--- config.mk ---
export PLATFORM = sky130hd
export DESIGN_NAME = ctrl_fsm
export DESIGN_NICKNAME = d
export VERILOG_FILES = /design/src/rtl/ctrl_fsm_pkg.sv /design/src/rtl/ctrl_fsm_decode.sv /design/src/rtl/ctrl_fsm.sv
export SDC_FILE = /design/constraint.sdc
export NUM_CORES = 1
export LEC_CHECK = 0
export ABC_AREA = 1
export BUFFER_PORTS_ARGS = -buffer_cell sky130_fd_sc_hd__buf_2
export CAP_MARGIN = 15
export CORE_MARGIN = 3
export CORE_UTILIZATION = 41
export CTS_BUF_LIST = sky130_fd_sc_hd__clkbuf_4 sky130_fd_sc_hd__clkbuf_8 sky130_fd_sc_hd__clkbuf_16
export DETAILED_ROUTE_END_ITERATION = 8
export PLACE_DENSITY = 0.77
export SYNTH_ARGS = -nofsm -noshare
export SYNTH_HDL_FRONTEND = slang
export SYNTH_SLANG_ARGS = --single-unit
--- constraint.sdc ---
create_clock -name clk -period 1.3 [get_ports clk]
set_input_delay 0 -clock clk [delete_from_list [all_inputs] [get_ports clk]]
set_output_delay 0 -clock clk [all_outputs]
set_load 0.01 [all_outputs]
--- src/rtl/ctrl_fsm_pkg.sv ---
// rtl/ctrl_fsm_pkg.sv - shared types and opcode classification for the RV32I sequencer
package ctrl_fsm_pkg;

  typedef enum logic [6:0] {
    OP_LOAD   = 7'b0000011,
    OP_IMM    = 7'b0010011,
    OP_AUIPC  = 7'b0010111,
    OP_STORE  = 7'b0100011,
    OP_OP     = 7'b0110011,
    OP_LUI    = 7'b0110111,
    OP_BRANCH = 7'b1100011,
    OP_JALR   = 7'b1100111,
    OP_JAL    = 7'b1101111,
    OP_SYSTEM = 7'b1110011
  } opcode_t;

  typedef enum logic [2:0] {
    SRC_PC_PLUS4, SRC_PC2, SRC_ALU, SRC_MEM, SRC_RF, SRC_CNTR
  } src_t;

  typedef enum logic [1:0] {X0, RS1, RS2, RD} regnum_t;

  typedef enum logic [2:0] {
    S_FETCH, S_RS1, S_RS2, S_EXEC, S_TARGET, S_MEM, S_WB, S_HALT
  } state_t;

  typedef struct packed {
    logic    set_ir;
    logic    set_pc;
    logic    set_pc2;
    logic    set_r1;
    logic    set_r2;
    logic    start;
    logic    alu_op;
    logic    alu_a_r1;
    logic    alu_b_r2;
    logic    r2_src;
    logic    memop;
    regnum_t rf_regnum_src;
    src_t    maddr_src;
    src_t    pc_src;
    src_t    r1_src;
    src_t    rf_src;
  } ctrl_t;

  typedef struct packed {
    logic needs_rs2;
    logic writes_rd;
    logic is_mem;
  } op_class_t;

  // Coarse instruction class; unknown opcodes come back all-zero.
  function automatic op_class_t classify(opcode_t op);
    op_class_t c;
    c.needs_rs2 = (op == OP_OP) || (op == OP_BRANCH) || (op == OP_STORE);
    c.writes_rd = (op == OP_LUI) || (op == OP_AUIPC) || (op == OP_JAL) ||
                  (op == OP_JALR) || (op == OP_IMM) || (op == OP_OP) ||
                  (op == OP_LOAD) || (op == OP_SYSTEM);
    c.is_mem    = (op == OP_LOAD) || (op == OP_STORE);
    return c;
  endfunction

endpackage

--- src/rtl/ctrl_fsm_decode.sv ---
// rtl/ctrl_fsm_decode.sv - combinational opcode to control-class decode
module ctrl_decode
  import ctrl_fsm_pkg::*;
(
  input  opcode_t opcode,
  input  logic    f3_is_csr,
  output logic    to_rs2,
  output logic    to_exec,
  output logic    to_wb,
  output logic    is_jump,
  output logic    is_branch,
  output logic    is_load,
  output logic    is_store,
  output logic    is_mem,
  output logic    multi_pass,
  output logic    alu_op,
  output logic    alu_a_r1,
  output logic    alu_b_r2,
  output src_t    wb_src
);

  op_class_t cls;

  // Class bits; anything not reaching RS2, EXEC or WB from RS1 is illegal.
  always_comb begin
    cls        = classify(opcode);
    to_rs2     = cls.needs_rs2;
    to_exec    = cls.writes_rd && !cls.needs_rs2 && (opcode != OP_SYSTEM);
    to_wb      = (opcode == OP_SYSTEM) && f3_is_csr;
    is_jump    = (opcode == OP_JAL) || (opcode == OP_JALR);
    is_branch  = (opcode == OP_BRANCH);
    is_load    = (opcode == OP_LOAD);
    is_store   = (opcode == OP_STORE);
    is_mem     = cls.is_mem;
    multi_pass = (opcode == OP_OP) || (opcode == OP_IMM);
    alu_op     = (opcode == OP_OP) || (opcode == OP_IMM) || (opcode == OP_BRANCH);
    alu_a_r1   = !((opcode == OP_AUIPC) || (opcode == OP_JAL));
    alu_b_r2   = (opcode == OP_OP) || (opcode == OP_BRANCH);
    if (is_jump)                   wb_src = SRC_PC_PLUS4;
    else if (opcode == OP_SYSTEM)  wb_src = SRC_CNTR;
    else if (is_load)              wb_src = SRC_MEM;
    else                           wb_src = SRC_ALU;
  end

endmodule

--- src/rtl/ctrl_fsm.sv ---
// rtl/ctrl_fsm.sv - multi-cycle RV32I control sequencer
module ctrl_fsm
  import ctrl_fsm_pkg::*;
#(
  parameter bit FETCH_AFTER_RESET = 1'b0
) (
  input  logic    clk,
  input  logic    rst,
  input  opcode_t opcode,
  input  logic    f3_is_csr,
  input  logic    done,
  input  logic    branch_taken,
  input  logic    mem_ready,
  output ctrl_t   ctrl,
  output logic    rf_we,
  output logic    mem_req,
  output logic    mem_we,
  output logic    trap,
  output state_t  state_dbg
);

  localparam state_t RESET_STATE = FETCH_AFTER_RESET ? S_FETCH : S_RS1;

  state_t state, state_n;
  logic   redirect, redirect_n;
  logic   trap_n;
  logic   start_pending;

  logic to_rs2, to_exec, to_wb, is_jump, is_branch, is_load, is_store, is_mem;
  logic multi_pass, alu_op, alu_a_r1, alu_b_r2;
  src_t wb_src;

  ctrl_decode u_decode (
    .opcode     (opcode),
    .f3_is_csr  (f3_is_csr),
    .to_rs2     (to_rs2),
    .to_exec    (to_exec),
    .to_wb      (to_wb),
    .is_jump    (is_jump),
    .is_branch  (is_branch),
    .is_load    (is_load),
    .is_store   (is_store),
    .is_mem     (is_mem),
    .multi_pass (multi_pass),
    .alu_op     (alu_op),
    .alu_a_r1   (alu_a_r1),
    .alu_b_r2   (alu_b_r2),
    .wb_src     (wb_src)
  );

  // State, redirect, trap and the one-shot start flag; start re-arms on every state change.
  always_ff @(posedge clk) begin
    if (rst) begin
      state         <= RESET_STATE;
      redirect      <= 1'b1;
      trap          <= 1'b0;
      start_pending <= 1'b1;
    end else begin
      state         <= state_n;
      redirect      <= redirect_n;
      trap          <= trap_n;
      start_pending <= (state_n != state);
    end
  end

  // Next state and control outputs; everything is forced quiet while rst is high.
  always_comb begin
    state_n    = state;
    redirect_n = redirect;
    trap_n     = trap;
    ctrl       = '0;
    rf_we      = 1'b0;
    mem_req    = 1'b0;
    mem_we     = 1'b0;
    case (state)
      S_FETCH: begin
        mem_req        = 1'b1;
        ctrl.maddr_src = redirect ? SRC_PC2 : SRC_PC_PLUS4;
        ctrl.pc_src    = redirect ? SRC_PC2 : SRC_PC_PLUS4;
        if (mem_ready) begin
          ctrl.set_ir = 1'b1;
          ctrl.set_pc = 1'b1;
          redirect_n  = 1'b0;
          state_n     = S_RS1;
        end
      end
      S_RS1: begin
        ctrl.rf_regnum_src = RS1;
        ctrl.set_r1        = 1'b1;
        ctrl.r1_src        = SRC_RF;
        if (to_rs2)       state_n = S_RS2;
        else if (to_exec) state_n = S_EXEC;
        else if (to_wb)   state_n = S_WB;
        else begin
          state_n = S_HALT;
          trap_n  = 1'b1;
        end
      end
      S_RS2: begin
        ctrl.rf_regnum_src = RS2;
        ctrl.set_r2        = 1'b1;
        ctrl.r2_src        = 1'b1;
        state_n            = S_EXEC;
      end
      S_EXEC: begin
        ctrl.start    = start_pending;
        ctrl.alu_op   = alu_op;
        ctrl.alu_a_r1 = alu_a_r1;
        ctrl.alu_b_r2 = alu_b_r2;
        if (done) begin
          if (is_jump) begin
            ctrl.set_pc2 = 1'b1;
            redirect_n   = 1'b1;
            state_n      = S_WB;
          end else if (is_branch) begin
            state_n = branch_taken ? S_TARGET : S_FETCH;
          end else if (is_mem) begin
            state_n = S_MEM;
          end else begin
            state_n = S_WB;
          end
        end else if (multi_pass && !start_pending) begin
          // Iterative shifts reload the remaining shift amount into r2 each pass.
          ctrl.set_r2 = 1'b1;
          ctrl.r2_src = 1'b0;
        end
      end
      S_TARGET: begin
        ctrl.start = start_pending;
        if (done) begin
          ctrl.set_pc2 = 1'b1;
          redirect_n   = 1'b1;
          state_n      = S_FETCH;
        end
      end
      S_MEM: begin
        mem_req        = 1'b1;
        mem_we         = is_store;
        ctrl.memop     = 1'b1;
        ctrl.maddr_src = SRC_ALU;
        if (is_store) ctrl.rf_regnum_src = RS2;
        if (mem_ready) begin
          if (is_load) begin
            ctrl.set_r1 = 1'b1;
            ctrl.r1_src = SRC_MEM;
            state_n     = S_WB;
          end else begin
            state_n = S_FETCH;
          end
        end
      end
      S_WB: begin
        ctrl.rf_regnum_src = RD;
        ctrl.rf_src        = wb_src;
        rf_we              = 1'b1;
        state_n            = S_FETCH;
      end
      default: begin
        state_n = S_HALT;
      end
    endcase
    if (rst) begin
      ctrl    = '0;
      rf_we   = 1'b0;
      mem_req = 1'b0;
      mem_we  = 1'b0;
    end
  end

  assign state_dbg = state;

endmodule

After elaboration in Yosys (flattened, before gate mapping)
Index checks and enable logic that the tools add are counted.
{"block": "word_totals", "wordCells": 109, "input_bits": 13, "regBits": 6, "out_inout_bits": 32}
{"block": "op_classes", "bitwise_logic": 3, "eq_ne": 22, "n_mux": 53, "reduce_logical": 27}
{"cell": "$mux W3", "count": 14}
{"cell": "$eq A7 B7 Y1 const B", "count": 4}
{"cell": "$mux W25", "count": 1}
{"cell": "$mux W1", "count": 24}
{"cell": "$eq A7 B6 Y1 const B", "count": 3}
{"cell": "$pmux W3 S7", "count": 1}
{"cell": "$eq A7 B5 Y1 const B", "count": 2}
{"cell": "$logic_or A1 B1 Y1", "count": 14}
{"cell": "$mux W2", "count": 6}
{"cell": "$eq A3 B3 Y1 const B", "count": 3}
{"cell": "$ne A2 B2 Y1 const B", "count": 4}
{"cell": "$pmux W2 S4", "count": 1}
{"cell": "$eq A7 B2 Y1 const B", "count": 1}
{"cell": "$ne A7 B7 Y1 const B", "count": 1}
{"cell": "$eq A3 B2 Y1 const B", "count": 2}
{"cell": "$pmux W1 S2", "count": 3}
{"cell": "$pmux W3 S2", "count": 1}
{"cell": "$reduce_and A5 Y1", "count": 1}
{"cell": "$logic_and A1 B1 Y1", "count": 4}
{"cell": "$pmux W2 S2", "count": 1}
{"cell": "$reduce_and A4 Y1", "count": 1}
{"cell": "$reduce_or A2 Y1", "count": 2}
{"cell": "$eq A3 B1 Y1 const B", "count": 1}
{"cell": "$logic_not A1 Y1", "count": 3}
{"cell": "other kinds (5)", "count": 7}

Depth between registers and ports, before layout
Gate-level depths: netlist of run 1.
{"block": "logic_depth", "depth_word": 14, "depth_mapped": 12, "mapped_depth_nobuf": 12}

Hierarchy
A second synthesis of run 1 with hierarchy kept.
{"block": "unflattened", "hier_cells": 182, "hier_area_um2": 965.9}
{"mod": "ctrl_fsm", "instances": 1, "seq_area_each_um2": 120.1, "cells_per_inst": 132, "area_each_um2": 725.7}
{"mod": "ctrl_decode", "instances": 1, "seq_area_each_um2": 0.0, "cells_per_inst": 50, "area_each_um2": 240.2}

Worst setup path before layout of run 1
No wires, ideal clock.
{"block": "synth_timing", "path_type": "reg-to-output", "startpoint": "register state[2] (netlist: state_dbg[2])", "endpoint": "output port ctrl[4] (netlist bit)", "t_arrival_ns": 1.696, "path_slack_ns": -0.396, "required_time_ns": 1.300, "stages_incl_launch_ff": 8, "n_path_buf": 1, "path_cell_list": "dfxtp_1 inv_2 nor2_4 inv_1 nor2_2 inv_1 nor4_1 buf_4"}
{"element": "start: declaration", "line": "ctrl_fsm.sv:24", "rtl": "state_t state, state_n;"}
{"element": "start signal: assignment", "line": "ctrl_fsm.sv:59", "rtl": "state <= state_n;"}
{"element": "end: declaration", "line": "ctrl_fsm.sv:14", "rtl": "output ctrl_t ctrl,"}

==> results of run 1 <==
synth_stat cells:
cell type                    n  area (um2)
sky130_fd_sc_hd__inv_1      23        86.3
sky130_fd_sc_hd__nand2_1    38         143
sky130_fd_sc_hd__or2_1       1        6.26
sky130_fd_sc_hd__and2_1      1        6.26
sky130_fd_sc_hd__o22ai_1     1        6.26
sky130_fd_sc_hd__nor2_4      2        22.5
sky130_fd_sc_hd__o21ai_0     5        25.0
sky130_fd_sc_hd__dfxtp_1     6         120
sky130_fd_sc_hd__buf_4       6        45.0
sky130_fd_sc_hd__nand2_2     2        12.5
sky130_fd_sc_hd__nor3_1      4        20.0
sky130_fd_sc_hd__clkbuf_1    2        7.51
sky130_fd_sc_hd__nand4_1     7        43.8
sky130_fd_sc_hd__buf_2       1        5.00
sky130_fd_sc_hd__nand3_2     1        10.0
sky130_fd_sc_hd__nor4_1      1        6.26
sky130_fd_sc_hd__o211ai_1    1        7.51
sky130_fd_sc_hd__nor2_2      5        31.3
sky130_fd_sc_hd__o21ai_1     1        5.00
sky130_fd_sc_hd__o2111ai_1   1        8.76
sky130_fd_sc_hd__nand3_1    13        65.1
sky130_fd_sc_hd__nor2_1     35         131
sky130_fd_sc_hd__conb_1      1        3.75
sky130_fd_sc_hd__inv_2       6        22.5
sky130_fd_sc_hd__a21oi_1     7        35.0
sky130_fd_sc_hd__nor3_2      1        10.0
registers in the layout, indices dropped and copies added, names as in the netlist:
register	flops
state_dbg	3
redirect	1
start_pending	1
trap	1
power by group:
group / switching (mW) / internal (mW) / total, mW / leakage [nW]
Clock: 0.0739 / 0.105 / 0.179 / 0.0138
Combinational: 0.820 / 0.591 / 1.41 / 0.682
Sequential: 0.106 / 0.288 / 0.394 / 0.0510
Total: 1.00 / 0.984 / 1.98 / 0.747
area by class of cell:
class	instances	area, um2	area share
Clock buffer	3	22.5	0.0177
Timing Repair Buffer	57	325	0.256
Tap cell	27	33.8	0.0265
Multi-Input combinational cell	130	651	0.511
Sequential cell	6	131	0.103
Inverter	29	109	0.0855
stage by stage:
step	TNS (ns)	hold slack [ns]	cell area, um2
global placement	-0.109	0.406	1180
CTS	-2.56	0.154	1260
global route	-5.29	0.172	1270
floorplan	-0.0407	0.0384	912
finish	-3.04	0.140	1270
detailed placement	-0.0999	0.403	1180
routing by layer:
layer	vias up	track usage
met5	-	0
met4	0	0.0596
met3	2	0.0256
met2	49	0.349
met1	537	0.286
li1	641	-
worst max-delay path, stage by stage, from the launching register on:
cell	delay (ns)
sky130_fd_sc_hd__dfxtp_4	0.39
sky130_fd_sc_hd__nand2_4	0.06
sky130_fd_sc_hd__nor2_4	0.12
sky130_fd_sc_hd__nand2_1	0.08
sky130_fd_sc_hd__nand2_1	0.09
sky130_fd_sc_hd__o2111ai_2	0.12
sky130_fd_sc_hd__or2_1	0.26
sky130_fd_sc_hd__nor2_2	0.08
sky130_fd_sc_hd__buf_2	0.13
what timing repair did:
action | in CTS | in global routing
pin swaps | 3 | 3
buffers inserted | 4 | 0
gates resized for setup | 10 | 3
setup endpoints to repair | 19 | 28
gates cloned | 0 | 0
final timing paths:
path | from | to | slack [ns] | cells after the start
worst max-delay path | state_dbg[0] | ctrl[22] | -0.28 | 8
worst min-delay path | f3_is_csr | state_dbg[0] | 0.14 | 4
worst max register to register | state_dbg[1] | start_pending | -0.20 | 11
worst min register to register | redirect | redirect | 0.47 | 2
kinds of logic after synthesis:
logic type | synth area share
and+or+nand+nor | 0.573
other | 0.00423
buffers and inverters | 0.188
DFF | 0.136
AOI/OAI and AO/OA | 0.0989
==> summary by stage, run 1 <==
Floorplanning
The die span in y is 52.5 um. The die extent in x is 52.5 um. The floorplan step defined a die boundary enclosing 2750 um2. The total core area is 2000 um2. The number of ports placed on the die boundary is 45. The starting density of the core is 0.443. The floorplan has 16 rows.

Global route
The global-route total usage across every layer is 0.212. The via count of the first global-routing pass was 1,065. The first global-routing pass estimated 4.46 mm of wire.

Entering global routing, the biggest net connects 22 pins. Global routing finished with a remaining overflow of 0. The initial antenna violation count is 0.

Logic synthesis
After technology mapping, the gate count stands at 172. The Yosys step of the flow raised 0 warnings. The count of cell types in the netlist is 26.

Dividing the synthesized area by the synthesized cell count gives 5.15 um2. The synthesized netlist occupies a cell area of 886 um2. Counting flops and latches in the post-synthesis netlist gives 6. For this run, the register share of the synthesized area comes to 0.136.

Route
The number of DRC markers after the initial detailed-route iteration is 43. Detailed routing placed a total of 207 um of wire on met3. After detailed routing, the number of vias per cell comes to 4.88. The average routed wire per standard cell is 10.9 um. For this run, the detailed router's first-pass iteration total came to 4. Wire segments on met2 add up to 1.31 mm in the final route. For this block, the via count after detailed routing is 1,229.

The uppermost metal layer occupied by signal nets is met4. The residual antenna-violating net count after detailed routing is 0. For this block, the routed nets add up to 2.75 mm of wire. For this block, wires on met1 add up to 1.22 mm. The post-route DRC violation count is 0.

Finish
The area growth from synthesis to layout is 43.6%. 0 antenna diodes ended up in the layout. The top cell types in the final layout, fill and taps aside, are 41 x sky130_fd_sc_hd__buf_2, 37 x sky130_fd_sc_hd__nand2_1, 33 x sky130_fd_sc_hd__nor2_1. After filler insertion, the fill cell instance count of the layout stands at 217.

Excluding fillers, the count of instances in the completed layout stands at 252. The fraction of final layout cells with drive strength greater than 1 is 0.391. The total number of nets in the final design is 240.

The leading cell type in the layout, fill and taps excluded is sky130_fd_sc_hd__buf_2. The core utilization of the finished layout is 0.636.

Timing
The worst path in the final design needs a cycle of 1.58 ns, including I/O delays and setup. The final number of hold-violating endpoints is 0. Setup repair after global routing could not meet its margin everywhere. Dividing the final minimum period by the clock period gives 1.22. On the final layout, the worst clock skew is 0.00397 ns. The count of pins over their slew limit is 0. The post-route worst setup slack is -0.283 ns.

The number of endpoints failing setup at the final stage is 22. The highest achievable clock rate is 0.632 GHz.

Setup path
Data on the critical path is required at its endpoint by 1.30 ns. The type of destination of the critical path is an output port. The worst setup path category is register to output port.

The endpoint arrival time on the critical path is 1.58 ns. Of all nets on the critical path, the largest fanout is 6. STA classifies the critical path startpoint as a register.

CTS
The count of H-tree levels built during CTS is 1. The count of hold buffers inserted by post-cts repair is 0. In this run, CTS created clock tree buffers numbering 3.

The clock tree from TritonCTS is yes. The tree is rooted in a sky130_fd_sc_hd__clkbuf_4. Clock-pin slew was measured on the worst setup and hold paths at 0.05 ns. The maximum buffer depth of the clock tree is 2. CTS saw 6 sinks. The clock latency reported for the late side of the worst-skew pair is 0.25 ns.

Worst hold path
The class of the tightest hold or removal check is input port to register.

Pwr
The maximum VDD drop is 1.25 mV. The power per standard cell area is 1560 nW/um2. The leakage power total is 0.747 nW. The overall power is 1.98 mW.

Outcome
The run finished, with violations left. The checks that failed: setup timing.

Place
The number of placed instances with taps included is 245. The HPWL after detailed placement is 2.15 mm. The pre-CTS setup slack is -0.0589 ns. The weighted congestion at the end of routability-driven global placement is 0.945. The number of input and output port buffers inserted is 41.

Flow run
The count of max-cap constraint violations is 0.
Power figures use the tool's default switching activity.
==> inputs of run 2 (changes only) <==
Settings changed: ABC_AREA 1 to not set, CORE_UTILIZATION 41 to 40, PLACE_DENSITY 0.77 to 0.81.
==> run 2 against run 1 <==
The flow still finishes with violations (setup timing). Sequential share of layout area shrank 2.2 points. First-iteration DRC count grew 12%. Sequential power grew 12%. Hold slack lost 0.064 ns. Final cell count shrank 13%.
==> summary by stage, run 2 <==
Worst hold path
In this run the worst hold path is classified as input port to register.

Logic synthesis
The share of synthesized area in the top cell type comes to 0.141. In the synthesized netlist the async set-or-reset flop fraction comes to 0. The total of flip-flops plus latches after synthesis is 6.

Ranked by instance count, the synthesized netlist is headed by 11 x sky130_fd_sc_hd__nor2_1, 10 x sky130_fd_sc_hd__nand2_1, 7 x sky130_fd_sc_hd__buf_4, 7 x sky130_fd_sc_hd__inv_1. The count of cell types in the netlist is 44. The most used flip-flop cell after synthesis is sky130_fd_sc_hd__dfxtp_1. The synthesized design contains 0 enable-type register cells. For this run, the number of Yosys warnings is 0. The netlist area before placement is 852 um2. Synthesis produced 125 cells. The mean post-synth cell area is 6.82 um2. The cell type with the highest aggregate area in the netlist is sky130_fd_sc_hd__dfxtp_1.

The part of the Yosys area used for sequential elements is 0.141. By area the synthesized netlist is led by sky130_fd_sc_hd__dfxtp_1 14%, sky130_fd_sc_hd__buf_4 6.2%, sky130_fd_sc_hd__nor2_1 4.8%. The most frequent cell after synthesis is sky130_fd_sc_hd__nor2_1.

Timing
On the final layout, the worst clock skew is 0.0137 ns. The number of endpoints failing setup at the final stage is 25. Hold is met by 0.0758 ns.

The setup TNS is -3.24 ns. Setup repair after global routing could not meet its margin everywhere. The final critical path time including I/O delays and setup is 1.62 ns.

The count of pins over their slew limit is 0. Of the available clock period, the critical path in the final layout requires 1.25. Derived from the worst setup path, the maximum achievable clock frequency is 0.618 GHz.

The post-route worst setup slack is -0.319 ns. The final number of hold-violating endpoints is 0.

Setup path
STA puts the critical path data required time at 1.30 ns. The worst setup path is launched from a register. The maximum fanout count along the critical path is 4. The type of destination of the critical path is an output port.

The setup check on the worst reg-to-reg path leaves a slack of -0.22 ns. The worst setup path is of the register to output port kind. The critical path endpoint is ctrl[20]. The worst register-to-register path ends at state_dbg[0]. Tracing the worst setup path back leads to its startpoint at state_dbg[2]. The endpoint arrival time on the critical path is 1.62 ns. Counting cells, the worst reg-to-reg path comes to 6. In this run the critical register-to-register path is launched from state_dbg[0].

Global route
The via count of the first global-routing pass is 1,223. The initial antenna violation count is 0. Entering global routing, the biggest net connects 17 pins. Summed over all layers, the global routing overflow is 0. The first global-routing pass estimated 5.60 mm of wire. The global-route total usage across every layer is 0.274.

Pwr
The maximum VDD drop is 1.39 mV. In this run the static leakage power is 0.786 nW. The power per standard cell area is 2060 nW/um2.

CTS
The clock latency reported for the late side of the worst-skew pair is 0.27 ns. The number of buffers added by the clock tree synthesis step is 3. The clock slew seen by the registers of the worst setup and hold paths is 0.05 ns. TritonCTS built the clock tree.

The clock net sink count is 6. Clock tree synthesis selected as its root buffer the cell sky130_fd_sc_hd__clkbuf_4. CTS built an H-tree with a depth of 1. The maximum buffer depth of the clock tree is 2.

Flow run
The count of max-cap constraint violations is 0.

Finish
The register with the most flip-flops in the layout has 3 of them. The final layout contains 208 nets. The final antenna diode count is 0.

In the layout the commonest cells are 38 x sky130_fd_sc_hd__buf_2, 26 x sky130_fd_sc_hd__buf_4, 16 x sky130_fd_sc_hd__buf_6. The multi-input logic area is 841 um2. After filler insertion, the fill cell instance count of the layout stands at 122. The fraction of final layout cells with drive strength greater than 1 is 0.648. The area used by sequential logic in the layout is 131 um2. The final standard cell count with taps included and fillers excluded is 220. The leading cell type in the layout, fill and taps excluded is sky130_fd_sc_hd__buf_2.

The area growth from synthesis to layout is 90.9%.

Place
In this run the tool buffered the top-level ports with 41 buffer cells. The HPWL after detailed placement is 2.40 mm. The weighted congestion at the end of routability-driven global placement is 0.916. After detailed placement, the design holds a cell count of 208.

Route
The count of nets left with antenna violations once routing finished came out at 0. The post-route DRC violation count is 0. The per-cell via count in the routed design is 5.92. The first TritonRoute pass finished after 4 iterations.

The vias after detailed routing is 1,303. The number of DRC markers after the initial detailed-route iteration is 48. After detailed routing, the average wire length per cell comes to 18.6 um. Wires add up to 4.09 mm.

Floorplanning
The starting density of the core is 0.430. The die outline area is 2720 um2. The floorplan step defined a core boundary enclosing 1980 um2.

Pin placement for this block handled 45 I/O pins. The die is 52.2 um wide. The floorplan step set the die height to 52.2 um. The number of placement rows is 16.

Outcome
The checks that failed: setup timing. The flow ran to the end, but the final reports show violations.
run 2: changes by cell type in the layout (fill, tap and decap cells not counted), sizes merged, moves of 3 or more:
cell    delta
o21a       +3
nor2      -31
inv       -21
buf       +23
and3       +6
o21ai      -3
nand2     -30
nor4       +4
nand4      -7
a211oi     +4
or3        +5
nand3      -8
run 2: worst min path at each step:
stage,slack [ns],startpoint,cells after the start,to
after detailed placement,0.30,done,3,redirect
after CTS,0.07,done,3,redirect
after global routing,0.12,done,3,redirect
after floorplan,0.11,done,2,ctrl[22]
after global placement,0.30,done,3,redirect
final,0.08,done,3,redirect
run 2: final cells by class:
class                           instances  share of cell area
Multi-Input combinational cell         96               0.517
Inverter                                8              0.0200
Sequential cell                         6              0.0808
Timing Repair Buffer                   80               0.348
Tap cell                               27              0.0208
Clock buffer                            3              0.0138
run 2: per-layer routing:
| layer | up-vias | global-route usage | part of all wire |
|---|---|---|---|
| met3 | 14 | 0.0287 | 0.059 |
| met2 | 75 | 0.504 | 0.52 |
| met4 | 0 | 0.145 | 0.031 |
| met5 | - | 0 | 0 |
| met1 | 624 | 0.305 | 0.39 |
| li1 | 590 | - | - |
run 2: metrics by stage:
step                worst slack, ns  utilization  power (mW)  cell area, um2
finish                       -0.319        0.821        3.35            1630
global route                 -0.345        0.821        3.48            1630
CTS                          -0.263        0.754        2.76            1490
detailed placement           -0.152        0.646        2.11            1280
global placement             -0.105        0.646        2.08            1280
floorplan                   -0.0928            -        1.47             936
run 2: logic make-up (layout without fill, tap and decap cells):
group,Yosys count,after routing,share of synthesized area
and+or+nand+nor,59,59,0.396
AOI/OAI and AO/OA,31,31,0.269
buffers and inverters,25,91,0.156
DFF,6,6,0.141
xor gates and xnor gates,2,2,0.0206
other,1,3,0.00440
muxes,1,1,0.0132
run 2: repair_timing:
item | CTS | global route
endpoints found under the setup margin | 23 | 30
setup buffers | 5 | 5
pin swaps | 19 | 15
hold buffers | 0 | 0
gates resized for setup | 35 | 25
run 2: power breakdown:
part           internal [mW]  switching (mW)  total (mW)
logic                   1.37            1.34        2.71
registers              0.299           0.142       0.441
clock network          0.106          0.0916       0.198
total                   1.77            1.57        3.35
run 2: critical path: stages (launching register included):
cell and delay, ns:
sky130_fd_sc_hd__dfxtp_4 0.36, sky130_fd_sc_hd__nand3b_4 0.17, sky130_fd_sc_hd__or3_4 0.42, sky130_fd_sc_hd__nor4_4 0.16
sky130_fd_sc_hd__or2_4 0.16, sky130_fd_sc_hd__buf_6 0.09
